==> config.mk <==
export PLATFORM = sky130hd
export DESIGN_NAME = p2s_share_sched
export DESIGN_NICKNAME = d
export VERILOG_FILES = /design/src/rtl/p2s_share_sched.sv
export SDC_FILE = /design/constraint.sdc
export NUM_CORES = 1
export LEC_CHECK = 0
export BUFFER_PORTS_ARGS = -buffer_cell sky130_fd_sc_hd__buf_4
export CORE_AREA = 2 2 109 216
export DETAILED_ROUTE_END_ITERATION = 6
export DIE_AREA = 0 0 111 218
export HOLD_SLACK_MARGIN = 0.12
export PLACE_DENSITY = 0.62
export SLEW_MARGIN = 20
export SYNTH_ARGS = -nofsm -noshare
export SYNTH_HDL_FRONTEND = slang
export SYNTH_SLANG_ARGS = --single-unit
==> constraint.sdc <==
create_clock -name clk_100mhz -period 4.3 [get_ports clk_100mhz]
set_clock_uncertainty 0.15 [all_clocks]
set_input_delay 0.43 -clock clk_100mhz [delete_from_list [all_inputs] [get_ports clk_100mhz]]
set_output_delay 0.43 -clock clk_100mhz [all_outputs]
set_load 0.01 [all_outputs]
==> src/rtl/p2s_share_sched.sv <==
// p2s_share_sched
//   Shared serializer for the board's two shift-register output chains
//   (7-seg and LED). One shift engine is time-multiplexed between the two
//   chains under round-robin arbitration. A rising edge on refresh marks
//   every chain whose data changed since it was last sent. The first
//   refresh after reset marks both chains.
//
// Ports
//   clk_100mhz          system clock
//   rstn                asynchronous active-low reset
//   refresh             update tick (level; rising edge detected here)
//   seg_data/led_data   parallel words, MSB shifted out first
//   seg_* / led_*       chain pins: clk (shift clock), clrn (clear, active
//                       low), sout (serial data), pen (rising edge latches)
//   busy                engine not idle
//   grant               one-hot owner, [1]=SEG [0]=LED, 00 when idle
module p2s_share_sched #(
  parameter int SEG_BITS = 64,
  parameter int LED_BITS = 16,
  parameter int CNT_W    = 7,
  parameter int HALF     = 2
) (
  input  logic                clk_100mhz,
  input  logic                rstn,
  input  logic                refresh,
  input  logic [SEG_BITS-1:0] seg_data,
  input  logic [LED_BITS-1:0] led_data,
  output logic                seg_clk,
  output logic                seg_clrn,
  output logic                seg_sout,
  output logic                seg_pen,
  output logic                led_clk,
  output logic                led_clrn,
  output logic                led_sout,
  output logic                led_pen,
  output logic                busy,
  output logic [1:0]          grant
);

  localparam int MAXW = (SEG_BITS > LED_BITS) ? SEG_BITS : LED_BITS;
  localparam int HW   = (HALF > 1) ? $clog2(HALF) : 1;
  localparam logic [HW-1:0]    HLAST    = HW'(HALF - 1);
  localparam logic [CNT_W-1:0] SEG_LAST = CNT_W'(SEG_BITS - 1);
  localparam logic [CNT_W-1:0] LED_LAST = CNT_W'(LED_BITS - 1);

  typedef enum logic [2:0] {
    S_IDLE,
    S_LOAD,
    S_LO,
    S_HI,
    S_LATCH
  } state_e;

  state_e              state_q, state_d;
  logic                own_seg_q, own_seg_d;    // current owner: 1=SEG, 0=LED
  logic                last_seg_q, last_seg_d;  // last served: 1=SEG, 0=LED
  logic                seg_pend_q, seg_pend_d;
  logic                led_pend_q, led_pend_d;
  logic                force_q, force_d;
  logic                refresh_q;
  logic [MAXW-1:0]     shreg_q, shreg_d;
  logic [SEG_BITS-1:0] seg_shadow_q, seg_shadow_d;
  logic [LED_BITS-1:0] led_shadow_q, led_shadow_d;
  logic [HW-1:0]       hcnt_q, hcnt_d;
  logic [CNT_W-1:0]    cnt_q, cnt_d;

  // Pins are registered from the next-state decode, so they follow the
  // current state cycle-for-cycle without decode glitches on the chain clocks.
  logic seg_clk_q, seg_clrn_q, seg_sout_q, seg_pen_q;
  logic led_clk_q, led_clrn_q, led_sout_q, led_pen_q;
  logic seg_clk_d, seg_sout_d, seg_pen_d;
  logic led_clk_d, led_sout_d, led_pen_d;

  logic ref_rise;
  logic in_frame, act_clk, act_sout;

  always_comb begin
    state_d      = state_q;
    own_seg_d    = own_seg_q;
    last_seg_d   = last_seg_q;
    force_d      = force_q;
    shreg_d      = shreg_q;
    seg_shadow_d = seg_shadow_q;
    led_shadow_d = led_shadow_q;
    hcnt_d       = hcnt_q;
    cnt_d        = cnt_q;

    ref_rise = refresh & ~refresh_q;
    if (ref_rise) force_d = 1'b0;

    // A chain being loaded takes the live data, so any change up to now is
    // covered by this frame and its request can be dropped.
    if (state_q == S_LOAD && own_seg_q) seg_pend_d = 1'b0;
    else seg_pend_d = seg_pend_q | (ref_rise & ((seg_data != seg_shadow_q) | force_q));
    if (state_q == S_LOAD && !own_seg_q) led_pend_d = 1'b0;
    else led_pend_d = led_pend_q | (ref_rise & ((led_data != led_shadow_q) | force_q));

    case (state_q)
      S_IDLE: begin
        if (seg_pend_q || led_pend_q) begin
          state_d   = S_LOAD;
          // On a tie, the chain that was not served last wins.
          own_seg_d = seg_pend_q & (~led_pend_q | ~last_seg_q);
        end
      end
      S_LOAD: begin
        last_seg_d = own_seg_q;
        hcnt_d     = '0;
        cnt_d      = '0;
        state_d    = S_LO;
        if (own_seg_q) begin
          shreg_d      = MAXW'(seg_data) << (MAXW - SEG_BITS);
          seg_shadow_d = seg_data;
        end else begin
          shreg_d      = MAXW'(led_data) << (MAXW - LED_BITS);
          led_shadow_d = led_data;
        end
      end
      S_LO: begin
        if (hcnt_q == HLAST) begin
          hcnt_d  = '0;
          state_d = S_HI;
        end else begin
          hcnt_d = hcnt_q + 1'b1;
        end
      end
      S_HI: begin
        if (hcnt_q == HLAST) begin
          hcnt_d  = '0;
          shreg_d = shreg_q << 1;
          cnt_d   = cnt_q + 1'b1;
          if (cnt_q == (own_seg_q ? SEG_LAST : LED_LAST)) state_d = S_LATCH;
          else state_d = S_LO;
        end else begin
          hcnt_d = hcnt_q + 1'b1;
        end
      end
      S_LATCH: begin
        if (hcnt_q == HLAST) begin
          hcnt_d  = '0;
          state_d = S_IDLE;
        end else begin
          hcnt_d = hcnt_q + 1'b1;
        end
      end
      default: state_d = S_IDLE;
    endcase

    // Pin decode of the state being entered; the idle chain sits at pen=1.
    in_frame   = (state_d != S_IDLE);
    act_clk    = (state_d == S_HI);
    act_sout   = ((state_d == S_LO) || (state_d == S_HI)) & shreg_d[MAXW-1];
    seg_pen_d  = ~(in_frame & own_seg_d);
    seg_clk_d  = in_frame & own_seg_d & act_clk;
    seg_sout_d = in_frame & own_seg_d & act_sout;
    led_pen_d  = ~(in_frame & ~own_seg_d);
    led_clk_d  = in_frame & ~own_seg_d & act_clk;
    led_sout_d = in_frame & ~own_seg_d & act_sout;
  end

  always_ff @(posedge clk_100mhz or negedge rstn) begin
    if (!rstn) begin
      state_q      <= S_IDLE;
      own_seg_q    <= 1'b0;
      last_seg_q   <= 1'b0;
      seg_pend_q   <= 1'b0;
      led_pend_q   <= 1'b0;
      force_q      <= 1'b1;
      refresh_q    <= 1'b0;
      shreg_q      <= '0;
      seg_shadow_q <= '0;
      led_shadow_q <= '0;
      hcnt_q       <= '0;
      cnt_q        <= '0;
      seg_clk_q    <= 1'b0;
      seg_clrn_q   <= 1'b0;
      seg_sout_q   <= 1'b0;
      seg_pen_q    <= 1'b0;
      led_clk_q    <= 1'b0;
      led_clrn_q   <= 1'b0;
      led_sout_q   <= 1'b0;
      led_pen_q    <= 1'b0;
    end else begin
      state_q      <= state_d;
      own_seg_q    <= own_seg_d;
      last_seg_q   <= last_seg_d;
      seg_pend_q   <= seg_pend_d;
      led_pend_q   <= led_pend_d;
      force_q      <= force_d;
      refresh_q    <= refresh;
      shreg_q      <= shreg_d;
      seg_shadow_q <= seg_shadow_d;
      led_shadow_q <= led_shadow_d;
      hcnt_q       <= hcnt_d;
      cnt_q        <= cnt_d;
      seg_clk_q    <= seg_clk_d;
      seg_clrn_q   <= 1'b1;
      seg_sout_q   <= seg_sout_d;
      seg_pen_q    <= seg_pen_d;
      led_clk_q    <= led_clk_d;
      led_clrn_q   <= 1'b1;
      led_sout_q   <= led_sout_d;
      led_pen_q    <= led_pen_d;
    end
  end

  assign seg_clk  = seg_clk_q;
  assign seg_clrn = seg_clrn_q;
  assign seg_sout = seg_sout_q;
  assign seg_pen  = seg_pen_q;
  assign led_clk  = led_clk_q;
  assign led_clrn = led_clrn_q;
  assign led_sout = led_sout_q;
  assign led_pen  = led_pen_q;
  assign busy     = (state_q != S_IDLE);
  assign grant    = busy ? {own_seg_q, ~own_seg_q} : 2'b00;

endmodule

# After elaboration in Yosys (flattened, before gate mapping)
# Cells that the tools add are included.
[word_totals] word_cells=88 register_bits=168
[classes] bitwise=23 muxes=19 n_eq_ne=10 addsub=2 n_reduce_logical=14
[op_table] op="two-way mux 64 bit" count=2
[op_table] op="case mux 64 bit (2 select lines)" count=1
[op_table] op="!= test 64 bit" count=1
[op_table] op="!= test 16 bit" count=1
[op_table] op="two-way mux 3 bit" count=5
[op_table] op="case mux 3 bit (5 select lines)" count=1
[op_table] op="case mux 7 bit (2 select lines)" count=1
[op_table] op="equality test 3 x 2 -> 1 bit (second input constant)" count=4
[op_table] op="bitwise AND 1 bit" count=11
[op_table] op="adder 7 x 1 -> 7 bit (second input constant)" count=1
[op_table] op="equality test 7 x 6 -> 1 bit" count=1
[op_table] op="two-way mux 7 bit" count=1
[op_table] op="NOT 1 bit" count=7
[op_table] op="two-way mux 6 bit" count=1
[op_table] op="AND reduction 2 bit" count=3
[op_table] op="nonzero test 3 bit" count=2
[op_table] op="two-way mux 1 bit" count=5
[op_table] op="OR 1 bit" count=5
[op_table] op="nonzero test 2 bit" count=2
[op_table] op="equality test 3 x 1 -> 1 bit (second input constant)" count=1
[op_table] op="equality test 3 bit (second input constant)" count=1
[op_table] op="zero test 3 bit" count=1
[op_table] op="OR reduction 3 bit" count=1
[op_table] op="logical AND 1 bit" count=2
[op_table] op="other kinds (6)" count=7

# Logic depth before layout (Yosys ltp)
[logic_depth] depth_word=9 depth_mapped=8

# Worst setup path before layout
# Ideal clock, no wire load.
[synth_timing] kind="input port to flip-flop" from="input port seg_data[58]" to="register seg_pend_q" required_time_ns=4.019 n_path_buf=0 t_arrival_ns=1.507 path_stages=5 setup_slack_ns=2.511 path_cell_list="xor2_1 a221o_1 or4_1 nor4_1 a21oi_1"
[synth_between] elab_chain_len=5
[synth_rtl] element="start, declared" line="26" source="input logic [SEG_BITS-1:0] seg_data,"
[synth_rtl] element="!= test 64 bit" line="94" source="else seg_pend_d = seg_pend_q | (ref_rise & ((seg_data != seg_shadow_q) | force_q));"
[synth_rtl] element="OR 1 bit" line="94"
[synth_rtl] element="bitwise AND 1 bit" line="94"
[synth_rtl] element="OR 1 bit" line="94"
[synth_rtl] element="two-way mux 1 bit" line="93" source="if (state_q == S_LOAD && own_seg_q) seg_pend_d = 1'b0;"
[synth_rtl] element="named net seg_pend_d" line="57" source="logic seg_pend_q, seg_pend_d;"
[synth_rtl] element="end signal, assigned" line="187" source="seg_pend_q <= seg_pend_d;"
[synth_rtl] element="end, declared" line="57"
# The timed path passes the listed nets, and every way through them passes these cells.
# A chain may end at the register's enable or synchronous reset.

# Worst setup path after layout
[layout_timing] from="register state_q[1]" to="output port grant[1]"
[layout_between] elab_chain_len=2
[layout_rtl] element="start, declared" line="54" source="state_e state_q, state_d;"
[layout_rtl] element="start signal, assigned" line="184" source="state_q <= state_d;"
[layout_rtl] element="nonzero test 3 bit" line="215" source="assign busy = (state_q != S_IDLE);"
[layout_rtl] element="two-way mux 2 bit" line="216" source="assign grant = busy ? {own_seg_q, ~own_seg_q} : 2'b00;"
[layout_rtl] element="end, declared" line="37" source="output logic [1:0] grant"
# Every way passes these cells.

==> impl_metrics.py <==
metrics = {
    "yosys": {
        "synth_top_family_by_area": "simple AND/OR/NAND/NOR gates",
        "synth_seq_area_share_pct": 54.07,
        "synth_ff_type": "dfrtp_1",
        "synth_compound_area_share_pct": 11.00,
        "synth.net_count": 881,
        "syn_area_mm2": 0.007777,
        "synth_mux_area_share_pct": 4.521,
        "synth.most_common_cell": "nand2_1",
        "yosysTopAreaCell": "dfrtp_1",
        "synthSimpleGateAreaFrac_pct": 19.05,
        "synth_top_area_share_pct": 53.73,
        "synth_fa_ha_area_share_pct": 0.1609,
        "synthCells": 797,
        "synth_cell_types": 46,
        "ys_top_cells_by_count": "nand2_1 (232), dfrtp_1 (167), xor2_1 (55)",
        "synth_xor_xnor_area_share_pct": 7.320,
        "yosys_warnings": 0,
        "synth_area_leaders": "dfrtp_1 (54%), nand2_1 (11%), xor2_1 (6.2%), a22oi_1 (4.5%), mux2_2 (2.5%)",
        "ys_ff_latch": 168,
        "async_reset_ff_share_pct": 100.0,
        "synth_edf_count": 0,
        "avgSynthCellArea_um2": 9.758,
    },
    "finish": {
        "n_fill_cell": 2214,
        "post-route-util_pct": 44.04,
        "drive_above_1_share_pct": 16.32,
        "multi_input_area_mm2": 0.003298,
        "finalInstanceArea_mm2": 0.009930,
        "ff_latch_area_mm2": 0.004205,
        "area_growth_syn_to_layout_pct": 27.67,
        "finalNetCount": 1021,
        "n_antenna_cell": 0,
    },
    "sta": {
        "slew_viol_final": 0,
        "finalSetupViolations": 0,
        "hold_viol": 0,
        "finalHoldWorstSlack_ns": 0.1292,
        "tightest_slew_ns": 0.8919,
        "tns_ns": 0,
        "post-route-period-util_pct": 64.25,
        "final.min_clock_period_ns": 2.763,
        "rsz0062_at_grt": "no",
        "slew_headroom_pct": 40.54,
        "fmax_mhz": 362.0,
    },
    "floorplan": {
        "fp.dieW_um": 111,
        "core_area_mm2": 0.02254,
        "die-area_mm2": 0.02420,
        "rows": 78,
        "start_util_pct": 34.50,
        "die_height_um": 218,
        "ios": 94,
    },
    "clocking": {
        "clkTransAtPathRegs_ns": 0.06,
        "cts_tree": "yes",
        "clockRootBuffer": "clkbuf_16",
        "cts_max_path_buffers": 2,
        "clk_latency_ns": 0.42,
        "cts.sinks": 168,
        "cts_max_level": 4,
        "cts_buffers": 17,
        "post_cts.repair.setup_buffers": 0,
    },
    "critical_path": {
        "cp_max_fo": 25,
        "slowest_delay_ns": 0.70,
        "crit_path_end_kind": "primary output",
        "crit_required_ns": 3.72,
        "path_class": "flip-flop to primary output",
        "critical_path.slowest_cell": "dfrtp_1",
        "timing.critical_path.cells": "nor3_1 > and2b_1 > buf_4",
        "cp.arrival_ns": 2.18,
        "startpoint_type": "flip-flop",
    },
    "drt": {
        "drt-pass1-iter-count": 5,
        "vias": 6167,
        "drcViolationCount": 0,
        "drt-initial-drc-count": 414,
        "wirelength_um": 21310,
        "routed_via_density": 5.014,
        "wl_per_cell_um": 17.32,
        "ant_nets": 0,
    },
    "place": {
        "dpl-instance-area_mm2": 0.008711,
        "gp_congestion": 0.8219,
        "place.detailed.hpwl_um": 15400,
        "io_buffers": 93,
    },
    "global_route": {
        "groute.usage.overall_pct": 17.85,
        "antenna_found_initial": 0,
        "overflow": 0,
        "grt_pass1_vias": 6245,
        "grt_max_degree": 90,
        "grt_pass1_wl_um": 33460,
    },
    "power": {
        "power_leakage_uw": 0.004694,
        "power_density_mw_per_mm2": 338.6,
        "vdd_drop_max_uv": 208.1,
    },
    "outcome": {
        "outcome": "complete, no violations",
    },
    "run": {
        "drv_cap": 0,
    },
    "worst_hold_path": {
        "holdCritPathClass": "input port to flip-flop",
    },
}
[logic make-up (layout without fill, tap and decap cells)]
logic type / after synthesis / count (layout)
compound gates: 122 / 122
xor+xnor: 65 / 65
fa+ha+maj: 1 / 1
buf+inv: 66 / 219
flops: 168 / 168
mux: 33 / 33
other cells: 1 / 1
simple gates: 341 / 341
[per-layer routing]
layer  share of wire (%)  wire length (µm)  track usage, %  up-vias
met4                 2.4               507           6.125        0
met5                   0                 0               0        -
met1                  38              8060           19.65     3045
met3                 2.5               532           2.446       28
li1                    -                 -               -     2978
met2                  57             12210           34.64      116
[cell type report]
| class | instances | area share [%] |
|---|---|---|
| clock buffers | 22 | 4.675 |
| clock inverters | 10 | 1.210 |
| inverters | 23 | 0.8695 |
| multi-input cells | 563 | 33.22 |
| flip-flops and latches | 168 | 42.35 |
| well taps | 280 | 3.528 |
| repair buffers | 164 | 14.15 |
[stage by stage]
step,setup slack (ns),total power (µW),std cells
4_1_cts,1.508,3396,1230
2_1_floorplan,2.511,1671,797
5_1_grt,1.361,3472,1230
6_report,1.537,3362,1230
3_3_place_gp,1.581,1818,1135
3_5_place_dp,1.543,1818,1135
[path summary, 6_finish.rpt]
| kind | depth (start not counted) | to | from | slack (ns) |
|---|---|---|---|---|
| setup / recovery | 3 | grant[1] | state_q[1]$_DFF_PN0_ | 1.54 |
| hold / removal | 3 | shreg_q[11]$_DFFE_PN0P_ | seg_data[11] | 0.13 |
| setup reg to reg | 5 | shreg_q[15]$_DFFE_PN0P_ | hcnt_q$_DFFE_PN0P_ | 1.65 |
| hold reg to reg | 2 | seg_shadow_q[24]$_DFFE_PN0P_ | seg_shadow_q[24]$_DFFE_PN0P_ | 0.34 |
| max in group asynchronous | 3 | seg_shadow_q[42]$_DFFE_PN0P_ | rstn | 2.56 |
| min in group asynchronous | 2 | seg_shadow_q[21]$_DFFE_PN0P_ | rstn | 0.45 |
[critical path: cells and delay by family (launching register included)]
family                 cells  cell delay, ns
buffers and inverters      1            0.13
DFF                        1            0.70
and+or+nand+nor            2            0.93
[sequential cells by signal (all words and copies together), names as in the netlist, 3 cells and up]
| name | flops |
|---|---|
| shreg_q | 64 |
| led_shadow_q | 16 |
| seg_shadow_q | 64 |
| state_q | 3 |
| cnt_q | 7 |
[cell usage in the layout (no fill, tap or decap), types with 2 or more instances in the layout]
cell type,netlist,final
mux2_2,17,17
or4_1,2,2
nand2b_1,11,11
a2111oi_0,3,3
dlygate4sd3_1,0,63
xnor2_1,10,10
or3_1,17,17
clkinvlp_4,0,5
o22ai_1,4,4
o21ai_0,33,33
nor4_1,12,12
nor3_1,6,5
a21oi_1,5,5
clkbuf_1,13,3
bufinv_16,0,2
a22oi_1,47,47
dfrtp_1,167,167
a221oi_1,19,19
nand2_1,232,231
mux2i_1,16,16
nand4_1,4,4
nor2b_1,12,12
clkbuf_8,0,2
buf_4,5,99
nor2_1,31,31
clkbuf_16,0,17
nand3_1,6,6
xor2_1,55,55
inv_1,23,23
nor3_2,1,2
o2111ai_1,2,2
[timing repair]
item / CTS / global route
hold buffers: 63 / 0
gates resized for setup: 0 / 0
endpoints found under the setup margin: 0 / 0
endpoints found under the hold margin: 172 / 0
[power breakdown]
group | total, µW | internal (µW) | switching [µW]
clock network | 1530 | 889 | 645
logic | 235 | 121 | 114
registers | 1590 | 1590 | 5.29
total | 3360 | 2600 | 764
Note: power is estimated with default switching activity, not from simulation.
